<file path="config.mk">
export PLATFORM = sky130hd
export DESIGN_NAME = sync_fifo_flags
export DESIGN_NICKNAME = d
export VERILOG_FILES = /design/src/rtl/fifo_pkg.sv /design/src/rtl/fifo_mem.sv /design/src/rtl/sync_fifo_flags.sv
export SDC_FILE = /design/constraint.sdc
export NUM_CORES = 1
export LEC_CHECK = 0
export BUFFER_PORTS_ARGS = -buffer_cell sky130_fd_sc_hd__buf_2
export CAP_MARGIN = 25
export CORE_MARGIN = 5
export CORE_UTILIZATION = 32
export DETAILED_ROUTE_END_ITERATION = 8
export HOLD_SLACK_MARGIN = 0.15
export PLACE_DENSITY = 0.44
export REMOVE_ABC_BUFFERS = 1
export SYNTH_ARGS = -nofsm -noshare
export SYNTH_HDL_FRONTEND = slang
export SYNTH_HIERARCHICAL = 1
export SYNTH_SLANG_ARGS = --single-unit
</file>
<file path="constraint.sdc">
create_clock -name clk -period 3.38 [get_ports clk]
set_input_delay 0.507 -clock clk [delete_from_list [all_inputs] [get_ports clk]]
set_output_delay 0.507 -clock clk [all_outputs]
set_load 0.02 [all_outputs]
</file>
<file path="src/rtl/fifo_pkg.sv">
// Shared definitions for the parametrised synchronous FIFO family.
package fifo_pkg;

  typedef enum logic {
    FIFO_REG_READ = 1'b0,
    FIFO_FWFT     = 1'b1
  } fifo_mode_e;

  function automatic int fifo_addr_w(input int depth);
    return $clog2(depth);
  endfunction

endpackage

</file>
<file path="src/rtl/fifo_mem.sv">
// FIFO storage array: one synchronous write port, one asynchronous read port.
module fifo_mem
  import fifo_pkg::*;
#(
  parameter int WIDTH = 8,
  parameter int DEPTH = 16,
  localparam int AW   = fifo_addr_w(DEPTH)
) (
  input  logic             clk,
  input  logic             we,
  input  logic [AW-1:0]    waddr,
  input  logic [WIDTH-1:0] wdata,
  input  logic [AW-1:0]    raddr,
  output logic [WIDTH-1:0] rdata
);

  logic [WIDTH-1:0] mem_q [DEPTH];

  always_ff @(posedge clk) begin
    if (we) begin
      mem_q[waddr] <= wdata;
    end
  end

  assign rdata = mem_q[raddr];

endmodule

</file>
<file path="src/rtl/sync_fifo_flags.sv">
// Single-clock FIFO with occupancy count, programmable almost flags,
// overflow/underflow pulses and optional first-word-fall-through output.
module sync_fifo_flags
  import fifo_pkg::*;
#(
  parameter int WIDTH    = 8,
  parameter int DEPTH    = 16,
  parameter int AF_LEVEL = 14,
  parameter int AE_LEVEL = 2,
  parameter int FWFT     = 0,
  localparam int AW      = fifo_addr_w(DEPTH),
  localparam int CW      = AW + 1
) (
  input  logic             clk,
  input  logic             rst_n,
  input  logic             wr,
  input  logic [WIDTH-1:0] data_in,
  input  logic             rd,
  output logic [WIDTH-1:0] data_out,
  output logic             full,
  output logic             empty,
  output logic             almost_full,
  output logic             almost_empty,
  output logic [CW-1:0]    count,
  output logic             overflow,
  output logic             underflow
);

  localparam fifo_mode_e    MODE = (FWFT != 0) ? FIFO_FWFT : FIFO_REG_READ;
  localparam logic [CW-1:0] AF_L = CW'(AF_LEVEL);
  localparam logic [CW-1:0] AE_L = CW'(AE_LEVEL);

  if ((DEPTH < 2) || ((DEPTH & (DEPTH - 1)) != 0)) begin : g_bad_depth
    $error("sync_fifo_flags: DEPTH must be a power of 2 and >= 2");
  end
  if ((AF_LEVEL < 1) || (AF_LEVEL > DEPTH)) begin : g_bad_af
    $error("sync_fifo_flags: AF_LEVEL out of range 1..DEPTH");
  end
  if ((AE_LEVEL < 0) || (AE_LEVEL > DEPTH - 1)) begin : g_bad_ae
    $error("sync_fifo_flags: AE_LEVEL out of range 0..DEPTH-1");
  end
  if (WIDTH < 1) begin : g_bad_width
    $error("sync_fifo_flags: WIDTH must be >= 1");
  end

  logic [AW:0]      wr_ptr_q, wr_ptr_d, rd_ptr_q, rd_ptr_d;
  logic [CW-1:0]    count_q, count_d;
  logic             full_q, full_d, empty_q, empty_d;
  logic             af_q, af_d, ae_q, ae_d;
  logic             ovf_q, unf_q;
  logic             wr_ok, rd_ok;
  logic [WIDTH-1:0] head_data;

  assign wr_ok = wr & ~full_q;
  assign rd_ok = rd & ~empty_q;

  always_comb begin
    wr_ptr_d = wr_ptr_q + {{AW{1'b0}}, wr_ok};
    rd_ptr_d = rd_ptr_q + {{AW{1'b0}}, rd_ok};
    count_d  = count_q;
    unique case ({wr_ok, rd_ok})
      2'b10:   count_d = count_q + 1'b1;
      2'b01:   count_d = count_q - 1'b1;
      default: count_d = count_q;
    endcase
    // Wrap bits differ with equal addresses only when the writer is a lap ahead.
    full_d  = (wr_ptr_d[AW] != rd_ptr_d[AW]) && (wr_ptr_d[AW-1:0] == rd_ptr_d[AW-1:0]);
    empty_d = (wr_ptr_d == rd_ptr_d);
    af_d    = (count_d >= AF_L);
    ae_d    = (count_d <= AE_L);
  end

  always_ff @(posedge clk or negedge rst_n) begin
    if (!rst_n) begin
      wr_ptr_q <= '0;
      rd_ptr_q <= '0;
      count_q  <= '0;
      full_q   <= 1'b0;
      empty_q  <= 1'b1;
      af_q     <= 1'b0;
      ae_q     <= 1'b1;
      ovf_q    <= 1'b0;
      unf_q    <= 1'b0;
    end else begin
      wr_ptr_q <= wr_ptr_d;
      rd_ptr_q <= rd_ptr_d;
      count_q  <= count_d;
      full_q   <= full_d;
      empty_q  <= empty_d;
      af_q     <= af_d;
      ae_q     <= ae_d;
      ovf_q    <= wr & full_q;
      unf_q    <= rd & empty_q;
    end
  end

  fifo_mem #(
    .WIDTH (WIDTH),
    .DEPTH (DEPTH)
  ) u_mem (
    .clk   (clk),
    .we    (wr_ok),
    .waddr (wr_ptr_q[AW-1:0]),
    .wdata (data_in),
    .raddr (rd_ptr_q[AW-1:0]),
    .rdata (head_data)
  );

  if (MODE == FIFO_FWFT) begin : g_fwft
    assign data_out = head_data;
  end else begin : g_reg_read
    logic [WIDTH-1:0] dout_q;
    always_ff @(posedge clk or negedge rst_n) begin
      if (!rst_n) begin
        dout_q <= '0;
      end else if (rd_ok) begin
        dout_q <= head_data;
      end
    end
    assign data_out = dout_q;
  end

  assign full         = full_q;
  assign empty        = empty_q;
  assign almost_full  = af_q;
  assign almost_empty = ae_q;
  assign count        = count_q;
  assign overflow     = ovf_q;
  assign underflow    = unf_q;

endmodule

</file>
==> flow_metrics.env, run 1 <==
export IMPL_status="completed"
export IMPL_worstReg2RegStart="rd_ptr_q[0]$_DFF_PN0_"
export IMPL_busiest_layer="met2"
export IMPL_synthMuxAreaShare_pct=13.8
export IMPL_start_kind="flop"
export IMPL_placedCellCount=620
export IMPL_core_um2=19500
export IMPL_synth_seq_cells=157
export IMPL_rsz0062_at_grt="no"
export IMPL_ff2ff_path_depth=5
export IMPL_grt_pass1_vias=3213
export IMPL_place_gp_congestion=0.758
export IMPL_reg2reg_to="data_out[3]$_DFFE_PN0P_"
export IMPL_seqPwrFrac_pct=41.1
export IMPL_syn_area_um2=6320
export IMPL_synthXorXnorAreaFrac_pct=2.34
export IMPL_antenna_found_initial=0
export IMPL_io_buffer_count=30
export IMPL_diodes=0
export IMPL_r2r_slack_ns=0.99
export IMPL_die_y_um=151
export IMPL_cts_buffer_depth=2
export IMPL_ant_nets=0
export IMPL_holdCritStartpoint="rd"
export IMPL_p_total_uw=6600
export IMPL_drive_above_1_share_pct=27.3
export IMPL_syn_to_final_growth_pct=16.9
export IMPL_grt_ovfl_total=0
export IMPL_fin_tns_setup_ns=0
export IMPL_start_util_pct=32.5
export IMPL_drc=0
export IMPL_crit_type="flop to flop"
export IMPL_hpwl_um=8600
export IMPL_gr_usage_met2_pct=19.8
export IMPL_fmax_mhz=419
export IMPL_p_int_uw=4460
export IMPL_async_flop_share_pct=18.5
export IMPL_synth_enable_flop_cells=128
export IMPL_clkLatencyLatePin_ns=0.42
export IMPL_p_switching_uw=2140
export IMPL_cts_htree_levels=4
export IMPL_placed_cell_area_um2=6820
export IMPL_grt_max_degree=35
export IMPL_slew_headroom_pct=33.8
export IMPL_drv_slew=0
export IMPL_worstPathArrival_ns=2.69
export IMPL_vias=3132
export IMPL_synthAdderAreaFrac_pct=1.19
export IMPL_p_leak_uw=0.00259
export IMPL_setup_viol=0
export IMPL_netlist_instances=324
export IMPL_wl_per_cell_um=20.4
export IMPL_clock_skew_ns=0.00915
export IMPL_yosys_warnings=6
export IMPL_nFillCells=1819
export IMPL_drt_pre_antenna_iters=4
export IMPL_period_share_pct=70.6
export IMPL_grt_pass1_wl_um=20200
export IMPL_cts_tree="done"
export IMPL_holdPathStages=2
export IMPL_vias_per_cell=4.80
export IMPL_ys_types=46
export IMPL_pwr_share_comb_pct=31.3
export IMPL_seq_area_frac_synth_pct=72.3
export IMPL_grt_usage_pct=12.6
export IMPL_syn_area_per_cell_um2=19.5
export IMPL_powerDensity_nw_per_um2=893
export IMPL_fin_nets=393
export IMPL_cts_sinks=157
export IMPL_path_clk_slew_ns=0.06
export IMPL_hold_violations=0
export IMPL_pre_cts_ws_ns=0.891
export IMPL_numCtsBuffers=17
export IMPL_die_x_um=151
export IMPL_cts_root_buf="clkbuf_16"
export IMPL_hold_path_class="input pin to flop"
export IMPL_period_needed_ns=2.39
export IMPL_worst_slack_ns=0.994
export IMPL_drv_cap=0
export IMPL_yosys_area_share_simple_pct=5.11
export IMPL_dieArea_um2=22700
export IMPL_num_io_pins=31
export IMPL_synth_top_family_by_area="multiplexers"
export IMPL_dominantRegCellSynth="edfxtp_1"
export IMPL_critPathRequiredTime_ns=3.68
export IMPL_globalRouteMet3Util_pct=3.52
export IMPL_wirelength_um=13300
export IMPL_worst_pin_slew_ns=0.989
export IMPL_critPathCaptureType="flop"
export IMPL_p_sw_share_pct=32.4
export IMPL_drtIter0Drc=154
export IMPL_cp_max_fo=21
export IMPL_vdd_drop_max_mv=0.379
export IMPL_post_route_cell_area_um2=7390
export IMPL_stdcell_count=653
export IMPL_met1_usage_pct=16.9
export IMPL_clockPowerShare_pct=27.7
export IMPL_rows=51
export IMPL_hold_path_end="underflow$_DFF_PN0_"
export IMPL_synth_compound_area_share_pct=3.33
cells in the final DEF, fill, tap and decap left out, types with 2 or more instances in the layout:
cell type   count
nor3_1          5
clkinvlp_4      2
buf_2          30
nand2_1        11
xor2_1          9
inv_1           3
o21ai_0         4
clkinv_1        2
mux2_2          9
edfxtp_1      128
and2_1          3
a22oi_1        16
nand3_1         6
dfstp_2         2
clkbuf_1        5
nand3b_1        2
mux4_2         18
nand2b_1        2
clkbuf_16      17
mux4_1         14
xnor2_1         6
inv_6           3
ha_1            6
nor2b_1         2
nor3b_1         2
a21oi_1         2
nor2_1         14
dfrtp_1        26
bufinv_16       2
or4_1           2
buf_4          13
per-stage QoR:
step	utilization [%]	hold WS, ns
after floorplan	-	0.211
after global placement	35.0	0.487
after detailed placement	35.0	0.494
after CTS	37.9	0.292
after global routing	37.9	0.305
final	37.9	0.312
metal layers:
layer	part of all wire, %	vias up
met4	1.3	0
met1	46	1653
met5	0	-
li1	-	1415
met2	49	51
met3	4.0	13
registers in the layout (all words and copies together), names as in the netlist:
name / count
almost_empty: 1
almost_full: 1
count: 5
data_out: 8
empty: 1
full: 1
overflow: 1
rd_ptr_q: 5
u_mem/mem_q: 128
underflow: 1
wr_ptr_q: 5
power by group through the flow:
stage / Sequential [µW] / Clock, µW / Combinational (µW)
after floorplan: 2890 / 0 / 1210
after global placement: 2750 / 0 / 2110
after detailed placement: 2760 / 0 / 2110
after CTS: 2720 / 1870 / 2120
after global routing: 2760 / 1970 / 2250
final: 2710 / 1820 / 2060
cells in the mapped netlist, types with 2 or more instances:
library cell	number	share of area (%)
dfrtp_1	27	11
a22oi_1	16	1.9
mux4_2	18	6.4
xor2_1	9	1.2
or4_1	2	0.24
ha_1	6	1.2
and2_1	3	0.30
edfxtp_1	128	61
mux4_1	14	5.8
nor2_1	14	0.83
nor3_1	5	0.40
clkdlybuf4s25_2	3	0.48
o21ai_0	4	0.32
a21oi_1	2	0.16
nand3_1	6	0.48
nand2_1	11	0.65
nor3b_1	2	0.24
buf_2	4	0.32
dfstp_2	2	0.83
buf_4	2	0.24
nand2b_1	2	0.20
nor2b_1	2	0.20
inv_1	3	0.18
xnor2_1	6	0.83
nand3b_1	2	0.24
mux2_2	9	1.6
buf_6	3	0.53
critical path, cell delays in order (launching register included):
cell	delay (ns)
dfrtp_2	0.66
buf_12	0.27
mux4_1	0.60
a22oi_1	0.30
nand2_1	0.13
mux2_2	0.28
logic make-up (layout without fill, tap and decap cells):
| logic type | Yosys count | in the layout |
|---|---|---|
| flops | 157 | 157 |
| simple gates | 58 | 58 |
| mux | 41 | 41 |
| compound gates | 29 | 29 |
| buf+inv | 17 | 81 |
| xor+xnor | 16 | 16 |
| fa+ha+maj | 6 | 6 |
worst max path at each step:
stage	startpoint	endpoint
after CTS	rd_ptr_q[0]$_DFF_PN0_	data_out[3]$_DFFE_PN0P_
after global placement	rd	full$_DFF_PN0_
after global routing	rd_ptr_q[0]$_DFF_PN0_	data_out[4]$_DFFE_PN0P_
after floorplan	rd_ptr_q[0]$_DFF_PN0_	empty$_DFF_PN1_
final	rd_ptr_q[0]$_DFF_PN0_	data_out[3]$_DFFE_PN0P_
after detailed placement	rd	empty$_DFF_PN1_
repair_timing:
| action | in CTS | in global routing |
|---|---|---|
| buffers inserted | 0 | 0 |
| endpoints found under the hold margin | 27 | 0 |
| hold buffers | 1 | 0 |
| setup endpoints to repair | 0 | 0 |
| gates resized for setup | 0 | 0 |
area by class of cell:
| type | instances | area [µm²] | area share (%) |
|---|---|---|---|
| timing repair buffer | 45 | 278 | 3.76 |
| clock buffer | 22 | 444 | 6.01 |
| tap | 265 | 332 | 4.49 |
| inverter | 4 | 15.0 | 0.203 |
| sequential | 157 | 4570 | 61.9 |
| multi-input combinational | 150 | 1630 | 22.1 |
| clock inverter | 10 | 114 | 1.54 |
Power figures use the tool's default switching activity.
==> run 2, diff against run 1 <==
- ABC_AREA: not set -> 1
- PLACE_DENSITY: 0.44 -> 0.46
- clock period: 3.38 -> 1.9 ns (I/O delays scaled with it)
==> flow_metrics.env, run 2 <==
export IMPL_status="completed"
export IMPL_diodes=0
export IMPL_cp_max_fo=6
export IMPL_drv_cap=0
export IMPL_num_io_pins=31
export IMPL_reg2reg_to="full$_DFF_PN0_"
export IMPL_fin_nets=772
export IMPL_place_gp_congestion=0.827
export IMPL_cts_sinks=157
export IMPL_start_kind="flop"
export IMPL_met2_length_um=8550
export IMPL_setup_viol=0
export IMPL_yosysTopAreaCell="edfxtp_1"
export IMPL_synthTopCellsByArea="edfxtp_1 (55%), nand2_1 (12%), dfrtp_1 (9.6%)"
export IMPL_worstPathArrival_ns=2.09
export IMPL_seq_area_frac_synth_pct=65.0
export IMPL_multi_input_area_um2=1910
export IMPL_vdd_drop_max_mv=0.711
export IMPL_clock_skew_ns=0.00803
export IMPL_final_common_cell="nand2_1"
export IMPL_rows=54
export IMPL_stdcell_count=1047
export IMPL_nFillCells=2159
export IMPL_cts_root_buf="clkbuf_16"
export IMPL_grt_ovfl_total=0
export IMPL_holdCritStartpoint="data_in[1]"
export IMPL_critPathRequiredTime_ns=2.25
export IMPL_hold_path_class="input pin to flop"
export IMPL_grt_pass1_wl_um=25300
export IMPL_die_y_um=158
export IMPL_grt_max_degree=65
export IMPL_grt_usage_pct=13.6
export IMPL_vias=4635
export IMPL_drv_slew=0
export IMPL_hold_path_end="u_mem/mem_q[0][1]$_DFFE_PP_"
export IMPL_fmax_mhz=573
export IMPL_wl_per_cell_um=15.3
export IMPL_regArea_um2=4570
export IMPL_cts_htree_levels=4
export IMPL_wirelength_um=16000
export IMPL_worst_slack_ns=0.153
export IMPL_synth_enable_flop_cells=128
export IMPL_io_buffer_count=30
export IMPL_p_total_uw=13300
export IMPL_met3_length_um=487
export IMPL_synthDominantCellAreaShare_pct=54.7
export IMPL_largest_register_ffs=128
export IMPL_syn_area_per_cell_um2=10.1
export IMPL_holdPathStages=1
export IMPL_top_register="u_mem/mem_q"
export IMPL_holdWs_ns=0.297
export IMPL_crit_type="flop to flop"
export IMPL_dominantRegCellSynth="edfxtp_1"
export IMPL_pre_cts_ws_ns=0.0540
export IMPL_grt_pass1_vias=4581
export IMPL_numCtsBuffers=17
export IMPL_syn_area_um2=7030
export IMPL_drt_pre_antenna_iters=5
export IMPL_r2r_slack_ns=0.15
export IMPL_critPathCaptureType="flop"
export IMPL_start_util_pct=32.3
export IMPL_core_um2=21800
export IMPL_ff2ff_path_depth=10
export IMPL_dieArea_um2=25000
export IMPL_path_clk_slew_ns=0.06
export IMPL_synth_seq_cells=157
export IMPL_antenna_found_initial=0
export IMPL_die_x_um=158
export IMPL_dr_max_layer_used="met4"
export IMPL_slew_headroom_pct=56.6
export IMPL_drtIter0Drc=250
export IMPL_hold_violations=0
export IMPL_drive_above_1_share_pct=16.4
export IMPL_hpwl_um=10600
export IMPL_cts_buffer_depth=2
export IMPL_drc=0
export IMPL_powerDensity_nw_per_um2=1590
export IMPL_placedCellCount=1010
export IMPL_ant_nets=0
export IMPL_clkLatencyLatePin_ns=0.41
export IMPL_p_leak_uw=0.00372
export IMPL_cts_tree="done"
export IMPL_worst_pin_slew_ns=0.651
export IMPL_period_share_pct=91.9
export IMPL_syn_to_final_growth_pct=18.7
export IMPL_period_needed_ns=1.75
export IMPL_netlist_instances=697
export IMPL_worstReg2RegStart="full$_DFF_PN0_"
export IMPL_layout_common_cells="nand2_1 (216), edfxtp_1 (128), inv_1 (117)"
export IMPL_yosys_warnings=6
export IMPL_vias_per_cell=4.43
export IMPL_synth_most_common_cell="nand2_1"
export IMPL_ys_types=24
export IMPL_async_flop_share_pct=18.5
export IMPL_synth_commonest_cells="nand2_1 (216), edfxtp_1 (128), inv_1 (117)"
export IMPL_wl_met1_um=6790
[run 2: cell count changes after synthesis, sizes merged, moves of 5 or more]
cell and delta:
nor3 -5, mux4 -32, nand2 +215, buf +17
a22oi -16, inv +117, nand3 +110, nor2 +10
mux2 -9
[run 2: layout make-up]
cell class	instances	area share, %
Timing Repair Buffer	64	5.55
Sequential cell	157	54.8
Clock buffer	18	5.14
Tap cell	280	4.20
Multi-Input combinational cell	393	22.9
Clock inverter	14	2.01
Inverter	121	5.44
[run 2: per-stage QoR]
stage	area (µm²)	TNS (ns)	utilization (%)
finish	8340	0	38.4
global route	8340	-0.00630	38.4
CTS	8250	0	37.9
detailed placement	7620	0	35.0
global placement	7620	0	35.0
floorplan	6850	-7.21	-
[run 2: logic make-up after synthesis]
kind of cell	share of synthesized area, %
AO/OA/AOI/OAI	0.356
XOR/XNOR	1.62
adder cells (fa/ha/maj)	1.07
buffers and inverters	8.97
flip-flops	65.0
AND/OR/NAND/NOR	23.0
[run 2: power breakdown]
group | leakage, µW | internal [µW] | switching (µW) | total [µW]
combinational | 0.00194 | 1800 | 3320 | 5120
sequential | 0.00151 | 4350 | 417 | 4770
clock | 0.000276 | 2070 | 1350 | 3410
[run 2: repair_timing]
action	in CTS	in global routing
hold endpoints to repair	29	0
hold buffers	3	0
buffers inserted	0	2
resized for setup	0	15
endpoints found under the setup margin	0	5
[run 2: worst max-delay path by stage]
stage	startpoint	to	slack [ns]	cells after the start
after global placement	full$_DFF_PN0_	full$_DFF_PN0_	0.11	10
final	full$_DFF_PN0_	full$_DFF_PN0_	0.15	10
after CTS	full$_DFF_PN0_	full$_DFF_PN0_	0.06	10
after detailed placement	full$_DFF_PN0_	full$_DFF_PN0_	0.05	10
after floorplan	rd_ptr_q[0]$_DFF_PN0_	data_out[2]$_DFFE_PN0P_	-0.70	9
after global routing	full$_DFF_PN0_	empty$_DFF_PN1_	-0.006	10
[run 2: worst max-delay path, stage by stage (launching register included)]
cell	delay, ns
dfrtp_1	0.39
inv_1	0.09
nand2_4	0.10
inv_1	0.14
ha_4	0.16
ha_4	0.14
nand3_2	0.10
xnor2_2	0.21
xor2_1	0.20
inv_1	0.06
nor2_1	0.09
[run 2: per-layer routing]
metal,vias up,track usage [%]
li1,2341,-
met1,2225,16.9
met2,59,23.7
met3,10,2.87
met4,0,4.06
met5,-,0
